<file path="config.mk">
export PLATFORM = sky130hd
export DESIGN_NAME = wb_slave_fabric
export DESIGN_NICKNAME = d
export VERILOG_FILES = /design/src/rtl/wb_slave_fabric.sv
export SDC_FILE = /design/constraint.sdc
export NUM_CORES = 1
export LEC_CHECK = 0
export ABC_AREA = 0
export CAP_MARGIN = 5
export CORE_ASPECT_RATIO = 0.8
export CORE_UTILIZATION = 25
export CTS_BUF_LIST = sky130_fd_sc_hd__clkbuf_16
export CTS_CLUSTER_DIAMETER = 30
export DETAILED_ROUTE_END_ITERATION = 7
export PLACE_DENSITY_LB_ADDON = 0.08
export SKIP_CTS_REPAIR_TIMING = 1
export SYNTH_ARGS = -nofsm -noshare
export SYNTH_HDL_FRONTEND = slang
export SYNTH_SLANG_ARGS = --single-unit
</file>
<file path="constraint.sdc">
create_clock -name clk_i -period 1.9 [get_ports clk_i]
set_clock_uncertainty 0.05 [all_clocks]
set_input_delay 0.475 -clock clk_i [delete_from_list [all_inputs] [get_ports clk_i]]
set_output_delay 0.475 -clock clk_i [all_outputs]
set_load 0.01 [all_outputs]
</file>
<file path="src/rtl/wb_slave_fabric.sv">
// Wishbone single-master to N-slave fabric: address decode, lowest-index priority,
// combinational response return, locked bursts, decode-error and timeout aborts.
module wb_slave_fabric #(
  parameter int                         N_SLAVES    = 2,
  parameter int                         ADDR_W      = 32,
  parameter int                         DATA_W      = 32,
  parameter logic [N_SLAVES*ADDR_W-1:0] SLV_BASE    = {32'h0000_1000, 32'h0000_0000},
  parameter logic [N_SLAVES*ADDR_W-1:0] SLV_MASK    = {32'hFFFF_F000, 32'hFFFF_F000},
  parameter int                         TIMEOUT_CYC = 255
) (
  input  logic                       clk_i,
  input  logic                       rst_i,
  input  logic [ADDR_W-1:0]          m_addr_i,
  input  logic [DATA_W-1:0]          m_dat_i,
  output logic [DATA_W-1:0]          m_dat_o,
  input  logic                       m_we_i,
  input  logic [DATA_W/8-1:0]        m_sel_i,
  input  logic                       m_cyc_i,
  input  logic                       m_stb_i,
  input  logic                       m_lock_i,
  output logic                       m_ack_o,
  output logic                       m_err_o,
  output logic                       m_rty_o,
  output logic [ADDR_W-1:0]          s_addr_o,
  output logic [DATA_W-1:0]          s_dat_o,
  output logic                       s_we_o,
  output logic [DATA_W/8-1:0]        s_sel_o,
  output logic                       s_lock_o,
  output logic [N_SLAVES-1:0]        s_cyc_o,
  output logic [N_SLAVES-1:0]        s_stb_o,
  input  logic [N_SLAVES*DATA_W-1:0] s_dat_i,
  input  logic [N_SLAVES-1:0]        s_ack_i,
  input  logic [N_SLAVES-1:0]        s_err_i,
  input  logic [N_SLAVES-1:0]        s_rty_i,
  output logic [7:0]                 timeout_cnt_o,
  output logic [7:0]                 decode_err_cnt_o
);

  localparam int IDX_W = (N_SLAVES > 1) ? $clog2(N_SLAVES) : 1;

  typedef enum logic [1:0] {
    IDLE = 2'd0,
    BUSY = 2'd1,
    DERR = 2'd2,
    TOUT = 2'd3
  } state_e;

  state_e              state_q, state_d;
  logic [IDX_W-1:0]    sel_idx_q, sel_idx_d;
  logic [15:0]         tcnt_q, tcnt_d;
  logic [15:0]         tcnt_inc_s;
  logic [7:0]          tout_cnt_q, tout_cnt_d;
  logic [7:0]          derr_cnt_q, derr_cnt_d;
  logic [N_SLAVES-1:0] match_s;
  logic                hit_s;
  logic [IDX_W-1:0]    hit_idx_s;
  logic                sel_ack_s, sel_err_s, sel_rty_s;
  logic                resp_s;

  function automatic logic [7:0] sat_inc8(input logic [7:0] v);
    return (v == 8'hFF) ? v : v + 8'd1;
  endfunction

  assign s_addr_o         = m_addr_i;
  assign s_dat_o          = m_dat_i;
  assign s_we_o           = m_we_i;
  assign s_sel_o          = m_sel_i;
  assign s_lock_o         = m_lock_i;
  assign timeout_cnt_o    = tout_cnt_q;
  assign decode_err_cnt_o = derr_cnt_q;

  // Address decode; descending scan so the lowest matching index wins
  always_comb begin
    hit_idx_s = '0;
    for (int i = N_SLAVES - 1; i >= 0; i--) begin
      match_s[i] = ((m_addr_i & SLV_MASK[i*ADDR_W +: ADDR_W]) ==
                    (SLV_BASE[i*ADDR_W +: ADDR_W] & SLV_MASK[i*ADDR_W +: ADDR_W]));
      hit_idx_s  = match_s[i] ? IDX_W'(i) : hit_idx_s;
    end
    hit_s = |match_s;
  end

  // Slave strobes and master response; only BUSY looks at slave responses
  always_comb begin
    s_cyc_o   = '0;
    s_stb_o   = '0;
    m_ack_o   = 1'b0;
    m_err_o   = 1'b0;
    m_rty_o   = 1'b0;
    m_dat_o   = '0;
    resp_s    = 1'b0;
    sel_ack_s = s_ack_i[sel_idx_q];
    sel_err_s = s_err_i[sel_idx_q];
    sel_rty_s = s_rty_i[sel_idx_q];
    case (state_q)
      BUSY: begin
        s_cyc_o[sel_idx_q] = m_cyc_i;
        s_stb_o[sel_idx_q] = m_stb_i;
        if (m_cyc_i && m_stb_i) begin
          m_err_o = sel_err_s;
          m_rty_o = ~sel_err_s & sel_rty_s;
          m_ack_o = ~sel_err_s & ~sel_rty_s & sel_ack_s;
          resp_s  = sel_err_s | sel_rty_s | sel_ack_s;
        end else begin
          resp_s  = 1'b0;
        end
        if (m_ack_o) begin
          m_dat_o = s_dat_i[int'(sel_idx_q)*DATA_W +: DATA_W];
        end else begin
          m_dat_o = '0;
        end
      end
      DERR, TOUT: m_err_o = 1'b1;
      default:    m_err_o = 1'b0;
    endcase
  end

  // Next-state, selected slave, timeout counter and abort statistics
  always_comb begin
    state_d    = state_q;
    sel_idx_d  = sel_idx_q;
    tcnt_d     = tcnt_q;
    tout_cnt_d = tout_cnt_q;
    derr_cnt_d = derr_cnt_q;
    tcnt_inc_s = tcnt_q + 16'd1;
    case (state_q)
      IDLE: begin
        tcnt_d = '0;
        if (m_cyc_i && m_stb_i) begin
          if (hit_s) begin
            state_d   = BUSY;
            sel_idx_d = hit_idx_s;
          end else begin
            state_d   = DERR;
          end
        end else begin
          state_d = IDLE;
        end
      end
      BUSY: begin
        if (!m_cyc_i) begin
          state_d = IDLE;
          tcnt_d  = '0;
        end else if (resp_s) begin
          tcnt_d  = '0;
          state_d = m_lock_i ? BUSY : IDLE;
        end else begin
          tcnt_d  = tcnt_inc_s;
          state_d = (tcnt_inc_s == 16'(TIMEOUT_CYC)) ? TOUT : BUSY;
        end
      end
      DERR: begin
        state_d    = IDLE;
        derr_cnt_d = sat_inc8(derr_cnt_q);
      end
      TOUT: begin
        state_d    = IDLE;
        tcnt_d     = '0;
        tout_cnt_d = sat_inc8(tout_cnt_q);
      end
      default: state_d = IDLE;
    endcase
  end

  // State registers
  always_ff @(posedge clk_i or posedge rst_i) begin
    if (rst_i) begin
      state_q    <= IDLE;
      sel_idx_q  <= '0;
      tcnt_q     <= '0;
      tout_cnt_q <= '0;
      derr_cnt_q <= '0;
    end else begin
      state_q    <= state_d;
      sel_idx_q  <= sel_idx_d;
      tcnt_q     <= tcnt_d;
      tout_cnt_q <= tout_cnt_d;
      derr_cnt_q <= derr_cnt_d;
    end
  end

endmodule

</file>
; Yosys cells after proc, flatten, opt, wreduce, memory -nomap -nowiden
; Cells that the tools add are included.
[op_classes]
n_reduce_logical = 11
n_eq_ne = 7
shifts = 1
addsub = 3
order_cmp = 2
n_bitwise = 11
mux = 33
[ops]
columns = op, n
row1 = two-way mux 32 bit, 2
row2 = variable part select 64 x 7 -> 32 bit, 1
row3 = logical NOT 32 bit, 1
row4 = two-way mux 16 bit, 2
row5 = case mux 16 bit (2 select lines), 1
row6 = "== test 20 x 1 -> 1 bit, second input constant", 1
row7 = two-way mux 1 bit, 18
row8 = "adder 16 x 1 -> 16 bit, second input constant", 1
row9 = "adder 8 x 1 -> 8 bit, second input constant", 2
row10 = "== test 16 x 8 -> 1 bit, second input constant", 1
row11 = "== test 8 bit, second input constant", 2
row12 = two-way mux 2 bit, 7
row13 = case mux 2 bit (3 select lines), 1
row14 = OR reduction 2 bit, 3
row15 = AND 2 bit, 2
row16 = "== test 2 bit, second input constant", 2
row17 = NOT 1 bit, 4
row18 = AND reduction 2 bit, 2
row19 = AND 1 bit, 3
row20 = AND reduction 3 bit, 1
row21 = "== test 2 x 1 -> 1 bit, second input constant", 1
row22 = logical AND 1 bit, 2
row23 = logical NOT 2 bit, 1
row24 = "< comparator 1 x 2 -> 1 bit, second input constant", 1
row25 = other kinds (5), 6
[totals]
input_bits = 144
elab_cells = 73
register_bits = 35
output_inout_bits = 125

; Longest topological paths before layout
; Gate-level depths: netlist of the first run.
[logic_depth]
ltp_word = 9
mapped_depth = 8

; Worst setup path before layout of the first run
; OpenSTA, ideal clock, no wires.
[synth_path]
path_kind = reg-to-output
from = register state_q[1]
to = output port m_dat_o[10]
t_arrival_ns = 1.606
stages_incl_launch_ff = 8
path_buffers = 2
slack_ns = -0.231
required_ns = 1.375
path_cell_list = dfrtp_1 -> inv_1 -> ha_1 -> and3_1 -> clkbuf_1 -> o21ai_1 -> clkbuf_1 -> nor2_1
[synth_via]
elab_chain_cells = 2
[synth_rtl]
columns = element, line
row1 = "start, declared", 48  ; state_e state_q, state_d;
row2 = "start signal, assigned", 174  ; state_q <= state_d;
row3 = == test 2 x 1 -> 1 bit, 95  ; case (state_q)
row4 = two-way mux 32 bit, 95
row5 = "end, declared", 15  ; output logic [DATA_W-1:0] m_dat_o,
; No other way between the ends.

; Worst setup path after layout of the first run
[layout_path]
from = register sel_idx_q
to = output port m_dat_o[1]
[layout_via]
elab_chain_cells = 9
word_cells_on_any_way = 15
[layout_rtl]
columns = element, line
row1 = "start, declared", 49  ; logic [IDX_W-1:0] sel_idx_q, sel_idx_d;
row2 = "start signal, assigned", 175  ; sel_idx_q <= sel_idx_d;
row3 = "parallel branches: the longest is 7 deep, another holds variable part select 64 x 7 -> 32 bit", -
row4 = two-way mux 32 bit *, 107  ; if (m_ack_o) begin
row5 = two-way mux 32 bit *, 95
; Mark *: on every way between the ends. The select of a mux whose other input is x is not followed.

==> results of run 1 <==
==> registers in the layout, indices dropped and copies added, names as in the netlist <==
name	count
tcnt_q	16
decode_err_cnt_o	8
timeout_cnt_o	8
state_q	2
sel_idx_q	1
==> cell type report <==
| cell class | count | area, um2 |
|---|---|---|
| Fill cell | 1168 | 6440 |
| Timing Repair Buffer | 248 | 2400 |
| Multi-Input combinational cell | 248 | 2170 |
| Sequential cell | 35 | 882 |
| Tap cell | 171 | 214 |
| Clock buffer | 5 | 125 |
| Inverter | 14 | 57.6 |
| Clock inverter | 3 | 43.8 |
==> power by group <==
group | switching [mW] | internal [mW] | total [mW]
logic | 0.256 | 0.430 | 0.687
registers | 0.0886 | 0.804 | 0.893
clock network | 0.325 | 0.618 | 0.944
==> logic make-up after synthesis <==
group	Yosys count	share of synthesized area, %
compound gates	46	9.73
buf+inv	99	20.2
xor+xnor	16	4.36
mux	41	13.0
flops	35	27.2
simple gates	135	22.0
fa+ha+maj	9	3.50
==> cell usage in the layout, fill, tap and decap left out, types with 8 or more instances in the layout <==
master / instances
sky130_fd_sc_hd__nor2_1: 17
sky130_fd_sc_hd__buf_6: 20
sky130_fd_sc_hd__nand4_1: 9
sky130_fd_sc_hd__dlymetal6s2s_1: 29
sky130_fd_sc_hd__nand2_1: 16
sky130_fd_sc_hd__buf_4: 64
sky130_fd_sc_hd__nor2_4: 17
sky130_fd_sc_hd__buf_2: 17
sky130_fd_sc_hd__mux2i_1: 36
sky130_fd_sc_hd__dfrtp_1: 30
sky130_fd_sc_hd__xor2_1: 9
sky130_fd_sc_hd__clkdlybuf4s50_1: 102
sky130_fd_sc_hd__nand3_1: 12
sky130_fd_sc_hd__inv_1: 10
sky130_fd_sc_hd__o21ai_0: 8
sky130_fd_sc_hd__nor2_2: 18
==> metal layers <==
layer  part of all wire, %  track usage (%)  up-vias  wire, um
li1                      -                -     1614         -
met5                     0                0        -         0
met4                   1.9             5.34        0       216
met1                    44             20.1     1577      4960
met3                   5.6             4.01       31       634
met2                    49             23.7      123      5550
==> worst max-delay path by stage <==
stage / from / end / slack [ns] / depth (start not counted)
floorplan: state_q[1] / m_dat_o[10] / 0.004 / 7
CTS: s_rty_i[1] / m_dat_o[17] / -0.95 / 6
global placement: s_ack_i[1] / m_dat_o[12] / -0.93 / 6
finish: sel_idx_q / m_dat_o[1] / -0.36 / 5
detailed placement: s_ack_i[1] / m_dat_o[17] / -0.95 / 6
global route: sel_idx_q / m_dat_o[12] / -0.39 / 5
==> cell usage after synthesis (2+ instances only) <==
master	count	area, um2
sky130_fd_sc_hd__or3_2	2	15.0
sky130_fd_sc_hd__nand2b_1	2	12.5
sky130_fd_sc_hd__nand4_1	9	56.3
sky130_fd_sc_hd__and3_1	5	31.3
sky130_fd_sc_hd__xnor2_1	7	61.3
sky130_fd_sc_hd__nand2_1	19	71.3
sky130_fd_sc_hd__xor2_1	9	78.8
sky130_fd_sc_hd__dfrtp_1	35	876
sky130_fd_sc_hd__nor4b_1	2	17.5
sky130_fd_sc_hd__buf_1	2	7.51
sky130_fd_sc_hd__a221oi_1	2	17.5
sky130_fd_sc_hd__o21ai_1	2	10.0
sky130_fd_sc_hd__a22o_1	4	35.0
sky130_fd_sc_hd__clkbuf_1	8	30.0
sky130_fd_sc_hd__and4_1	4	35.0
sky130_fd_sc_hd__nor4_1	5	31.3
sky130_fd_sc_hd__nor3_1	4	20.0
sky130_fd_sc_hd__mux2_2	3	33.8
sky130_fd_sc_hd__nand3b_1	2	15.0
sky130_fd_sc_hd__buf_4	73	548
sky130_fd_sc_hd__nand4_4	2	42.5
sky130_fd_sc_hd__or4_1	2	15.0
sky130_fd_sc_hd__mux2i_1	37	370
sky130_fd_sc_hd__a41oi_1	2	17.5
sky130_fd_sc_hd__a21o_1	3	22.5
sky130_fd_sc_hd__o21ai_0	16	80.1
sky130_fd_sc_hd__o211ai_1	2	15.0
sky130_fd_sc_hd__nor2_1	52	195
sky130_fd_sc_hd__nand3_1	17	85.1
sky130_fd_sc_hd__a21oi_1	5	25.0
sky130_fd_sc_hd__ha_1	9	113
sky130_fd_sc_hd__a211oi_1	2	15.0
sky130_fd_sc_hd__inv_1	14	52.6
sky130_fd_sc_hd__buf_2	2	10.0
sky130_fd_sc_hd__nor3b_1	2	15.0
==> metrics by stage <==
| step | hold WS (ns) | setup TNS [ns] | instance area (um2) |
|---|---|---|---|
| after floorplan | 0.466 | 0 | 3440 |
| after global placement | 0.427 | -44.98 | 5300 |
| final | 0.444 | -11.69 | 5900 |
| after CTS | 0.445 | -40.14 | 5470 |
| after detailed placement | 0.437 | -45.53 | 5300 |
| after global routing | 0.476 | -15.14 | 5900 |
==> run summary, run 1 <==
### Floorplan
- initial cell density of the core: 26.1%
- vertical die dimension: 103 um
- area inside the core boundary: 12,300 um2
- horizontal die dimension: 129 um
- number of placement rows: 36
- Die ar.: 13,300 um2
- Boundary Pins: 269

### STA
- Final WS setup: -0.357 ns
- RSZ-0062 raised after global routing: true
- ratio of final minimum period to clock period: 119%
- number of hold violations in the final report: 0
- Max Clk Rate: 443 MHz
- # setup viols final: 47
- Final Max Slew Viols: 0
- clock period minus final worst setup slack: 2.26 ns
- worst slew pin tran: 0.388 ns
- worst-case headroom to the max-slew limit: 74.0%

### Route
- wire length reported by the detailed router: 11,400 um
- routed via count: 3,345
- 1st-pass router iterations: 4
- residual DRC count: 0
- vias per inst: 4.62
- wire length per cell after detailed routing: 15.7 um
- Starting DRT DRC Count: 122
- DRT antenna net count: 0

### Critical path
- Worst Path Required: 1.37 ns
- biggest fanout along the worst timing path: 8
- delay of the slowest cell on the worst path: 0.46 ns
- logic depth of the worst register-to-register path: 9
- cell family with most CP delay: flip-flops
- number of buffer and inverter instances along the worst setup path: 2
- register-to-register setup slack: -0.15 ns
- standard cell with the maximum stage delay on the critical path: sky130_fd_sc_hd__dfrtp_2
- FF-to-FF Start: sel_idx_q
- Worst Setup Path Type: reg2out
- kind of launch point of the worst setup path: flip-flop
- arrival time at the worst endpoint: 1.73 ns
- kind of end point of the critical path: output pin
- endpoint of the most critical register-to-register path: tcnt_q[3]
- CP Cell Sequence: nor4bb_4 > o21ai_4 > clkbuf_16 > nor2_1 > buf_2

### Clocking
- number of buffers between clock root and the deepest sink: 2
- clock tree root buffer cell: sky130_fd_sc_hd__clkbuf_16
- clock-pin slew on the worst setup and hold paths: 0.06 ns
- sink count of the clock tree: 35
- # H-tree levels: 2
- worst-skew pair later-pin latency: 0.29 ns
- clock buffer count from CTS: 5
- TritonCTS clock tree: done

### Run status
- violations in the final reports: negative setup slack
- status: finished with violations

### Place
- Detail Placement HPWL: 8780 um
- RD Place Congestion: 0.781
- worst slack at placement: -0.947 ns
- number of buffers inserted by port buffering: 170
- Placed Instances: 706

### Min path
- class of the tightest hold or removal check: reg2reg
- end point of the most critical hold path: timeout_cnt_o[5]
- number of cells traversed by the worst hold path: 1
- hold path startpoint: timeout_cnt_o[5]

### Pwr
- total leakage power: 2.66 nW
- worst supply voltage drop on vdd: 324 uV
- Cell Pwr Density: 428 nW/um2
- sum of internal, switching and leakage power: 2.52 mW

### Synthesis
- post-synthesis sequential area ratio: 27.2%
- number of flops mapped to enable cells by yosys: 0
- Synth Register Bits: 35
- synthesized area per cell: 8.44 um2
- synthesized cell area: 3220 um2
- Post-Syn Instances: 381
- proportion of synthesized flip-flops having asynchronous set or reset: 100%
- Post-synth top flop: sky130_fd_sc_hd__dfrtp_1
- nets in the synthesized netlist: 534
- number of synthesis warnings: 0
- Synth cell types: 50

### Cells and area
- antenna cell count: 0
- fraction of layout instances using a drive strength above 1: 39.2%
- Final nets: 705
- number of standard cells in the final layout excluding fillers: 724
- synth-to-layout area growth: 83.4%
- utilization of the core after routing: 47.8%

### Global routing
- maximum number of pins on one net before global-route repair: 36
- Global Route Usage Sum: 15.1%
- number of global-route vias before repair: 2,955
- global route total overflow: 0
- antenna violations before repair: 0
- global-route wire length before repair: 15,500 um

### Flow run
- max-cap violation count: 0

(Power assumes the default switching activity.)
==> inputs of run 2 (changes only) <==
Settings changed: ABC_AREA 0 to default, CTS_BUF_LIST sky130_fd_sc_hd__clkbuf_16 to default.
==> results of run 2 <==
Same layout as run 1: the final DEF is identical, and so are final timing and power.
==> inputs of run 3 (changes only) <==
Settings changed: CORE_UTILIZATION 25 to 30, CTS_CLUSTER_SIZE from default to 20.
==> run 3 against run 2 <==
Largest cell class unchanged. Critical path type unchanged. Non-clock buffer count is 9 higher. The run still ends with negative setup slack left. Count of clock-buffer cells in the layout stayed put. Register-to-register slack better by 0.06 ns. Critical path depth stayed put. Final cell count is 3.2% lower. Global-route usage is 2.9 points higher. Fmax is 0.55% higher. Worst setup slack better by 0.012 ns.
==> run summary, run 3 (same netlist as run 1, synthesis figures left out) <==
### Run status
- status: finished with violations
- violations in the final reports: negative setup slack

### STA
- Max Clk Rate: 445 MHz
- worst-case headroom to the max-slew limit: 72.6%
- worst slew pin tran: 0.410 ns
- ratio of final minimum period to clock period: 118%
- # setup viols final: 50
- number of hold violations in the final report: 0
- clock period minus final worst setup slack: 2.25 ns
- RSZ-0062 raised after global routing: true
- Final WS setup: -0.345 ns
- Final Max Slew Viols: 0
- accumulated negative setup slack: -11.28 ns

### Pwr
- Cell Pwr Density: 405 nW/um2
- sum of internal, switching and leakage power: 2.43 mW
- worst supply voltage drop on vdd: 329 uV
- total leakage power: 2.63 nW

### Global routing
- global-route wire length before repair: 16,100 um
- global route total overflow: 0
- maximum number of pins on one net before global-route repair: 36
- number of global-route vias before repair: 3,117
- Global Route Usage Sum: 18.0%
- antenna violations before repair: 0

### Route
- vias per inst: 4.87
- Starting DRT DRC Count: 143
- wire length reported by the detailed router: 11,500 um
- residual DRC count: 0
- routed via count: 3,416
- wire length per cell after detailed routing: 16.4 um
- DRT antenna net count: 0
- 1st-pass router iterations: 4

### Critical path
- Worst Setup Path Type: reg2out
- delay of the slowest cell on the worst path: 0.46 ns
- standard cell with the maximum stage delay on the critical path: sky130_fd_sc_hd__dfrtp_2
- kind of end point of the critical path: output pin
- CP Cell Sequence: nor4bb_4 > o21ai_4 > clkbuf_16 > nor2_2 > clkbuf_2
- number of buffer and inverter instances along the worst setup path: 2
- cell family with most CP delay: flip-flops
- arrival time at the worst endpoint: 1.72 ns
- kind of launch point of the worst setup path: flip-flop
- biggest fanout along the worst timing path: 7
- Worst Path Required: 1.37 ns

### Cells and area
- Final nets: 713
- antenna cell count: 0
- utilization of the core after routing: 58.1%
- leading cell types in the layout, fill and taps excluded: sky130_fd_sc_hd__clkdlybuf4s50_1 (102), sky130_fd_sc_hd__buf_4 (65), sky130_fd_sc_hd__buf_6 (33), sky130_fd_sc_hd__mux2i_1 (31), sky130_fd_sc_hd__dfrtp_1 (29)
- number of standard cells in the final layout excluding fillers: 701
- largest reg by FF count: tcnt_q
- fraction of layout instances using a drive strength above 1: 43.9%
- leading cell type in the layout, fill and taps excluded: sky130_fd_sc_hd__clkdlybuf4s50_1
- number of flip-flops under the largest register name: 16
- Filler cells: 927
- synth-to-layout area growth: 86.4%

### Clocking
- clock-pin slew on the worst setup and hold paths: 0.06 ns
- # H-tree levels: 2
- sink count of the clock tree: 35
- clock tree root buffer cell: sky130_fd_sc_hd__clkbuf_16
- worst-skew pair later-pin latency: 0.28 ns
- number of buffers between clock root and the deepest sink: 2
- TritonCTS clock tree: done
- clock buffer count from CTS: 5

### Min path
- class of the tightest hold or removal check: reg2reg

### Place
- Detail Placement HPWL: 8440 um
- Placed Instances: 674
- number of buffers inserted by port buffering: 170
- RD Place Congestion: 0.807

### Floorplan
- initial cell density of the core: 31.2%
- horizontal die dimension: 118 um
- vertical die dimension: 94.6 um
- Die ar.: 11,100 um2
- area inside the core boundary: 10,300 um2
- Boundary Pins: 269
- number of placement rows: 33

### Flow run
- max-cap violation count: 0

[run 3: cell types whose count changed in the layout (fill, tap and decap cells not counted), sizes merged]
cell | previous run | this run
a21oi | 6 | 5
buf | 108 | 118
bufinv | 1 | 0
clkbuf | 14 | 22
clkinv | 2 | 0
clkinvlp | 0 | 2
dlymetal6s2s | 29 | 20
inv | 14 | 15
[run 3: final timing paths]
check	startpoint	endpoint	slack, ns	cells after the start
worst max-delay path	sel_idx_q	m_dat_o[14]	-0.35	5
worst min-delay path	timeout_cnt_o[5]	timeout_cnt_o[5]	0.44	1
worst max register to register	sel_idx_q	tcnt_q[10]	-0.09	10
worst min register to register	timeout_cnt_o[5]	timeout_cnt_o[5]	0.44	1
max in group asynchronous	rst_i	tcnt_q[0]	1.11	3
min in group asynchronous	rst_i	decode_err_cnt_o[3]	0.49	3
[run 3: metrics by stage]
| step | hold slack (ns) | instance area, um2 | setup WS, ns |
|---|---|---|---|
| 2_1_floorplan | 0.466 | 3440 | 0.00391 |
| 3_3_place_gp | 0.425 | 5230 | -0.943 |
| 3_5_place_dp | 0.433 | 5230 | -0.969 |
| 4_1_cts | 0.442 | 5380 | -0.965 |
| 5_1_grt | 0.464 | 5990 | -0.405 |
| 6_report | 0.438 | 5990 | -0.345 |
[run 3: cell type report]
class	count	area, um2	area share, %
clock buffer	5	125	2.09
clock inverter	3	23.8	0.397
inverter	14	57.6	0.960
multi-input combinational	247	2250	37.5
sequential	35	883	14.7
tap	140	175	2.92
timing repair buffer	257	2480	41.4
[run 3: power by group]
part | switching [mW] | internal [mW] | total (mW) | leakage (nW)
clock network | 0.348 | 0.490 | 0.839 | 0.0664
logic | 0.260 | 0.432 | 0.693 | 2.09
registers | 0.0947 | 0.802 | 0.897 | 0.470
total | 0.703 | 1.72 | 2.43 | 2.63
[run 3: per-layer routing]
metal  vias to the layer above  GRT usage (%)  share of wire [%]
met5                         -              0                  0
li1                       1622              -                  -
met1                      1664           23.1                 44
met4                         0           4.91                1.4
met2                       101           30.7                 50
met3                        29           3.93                4.2
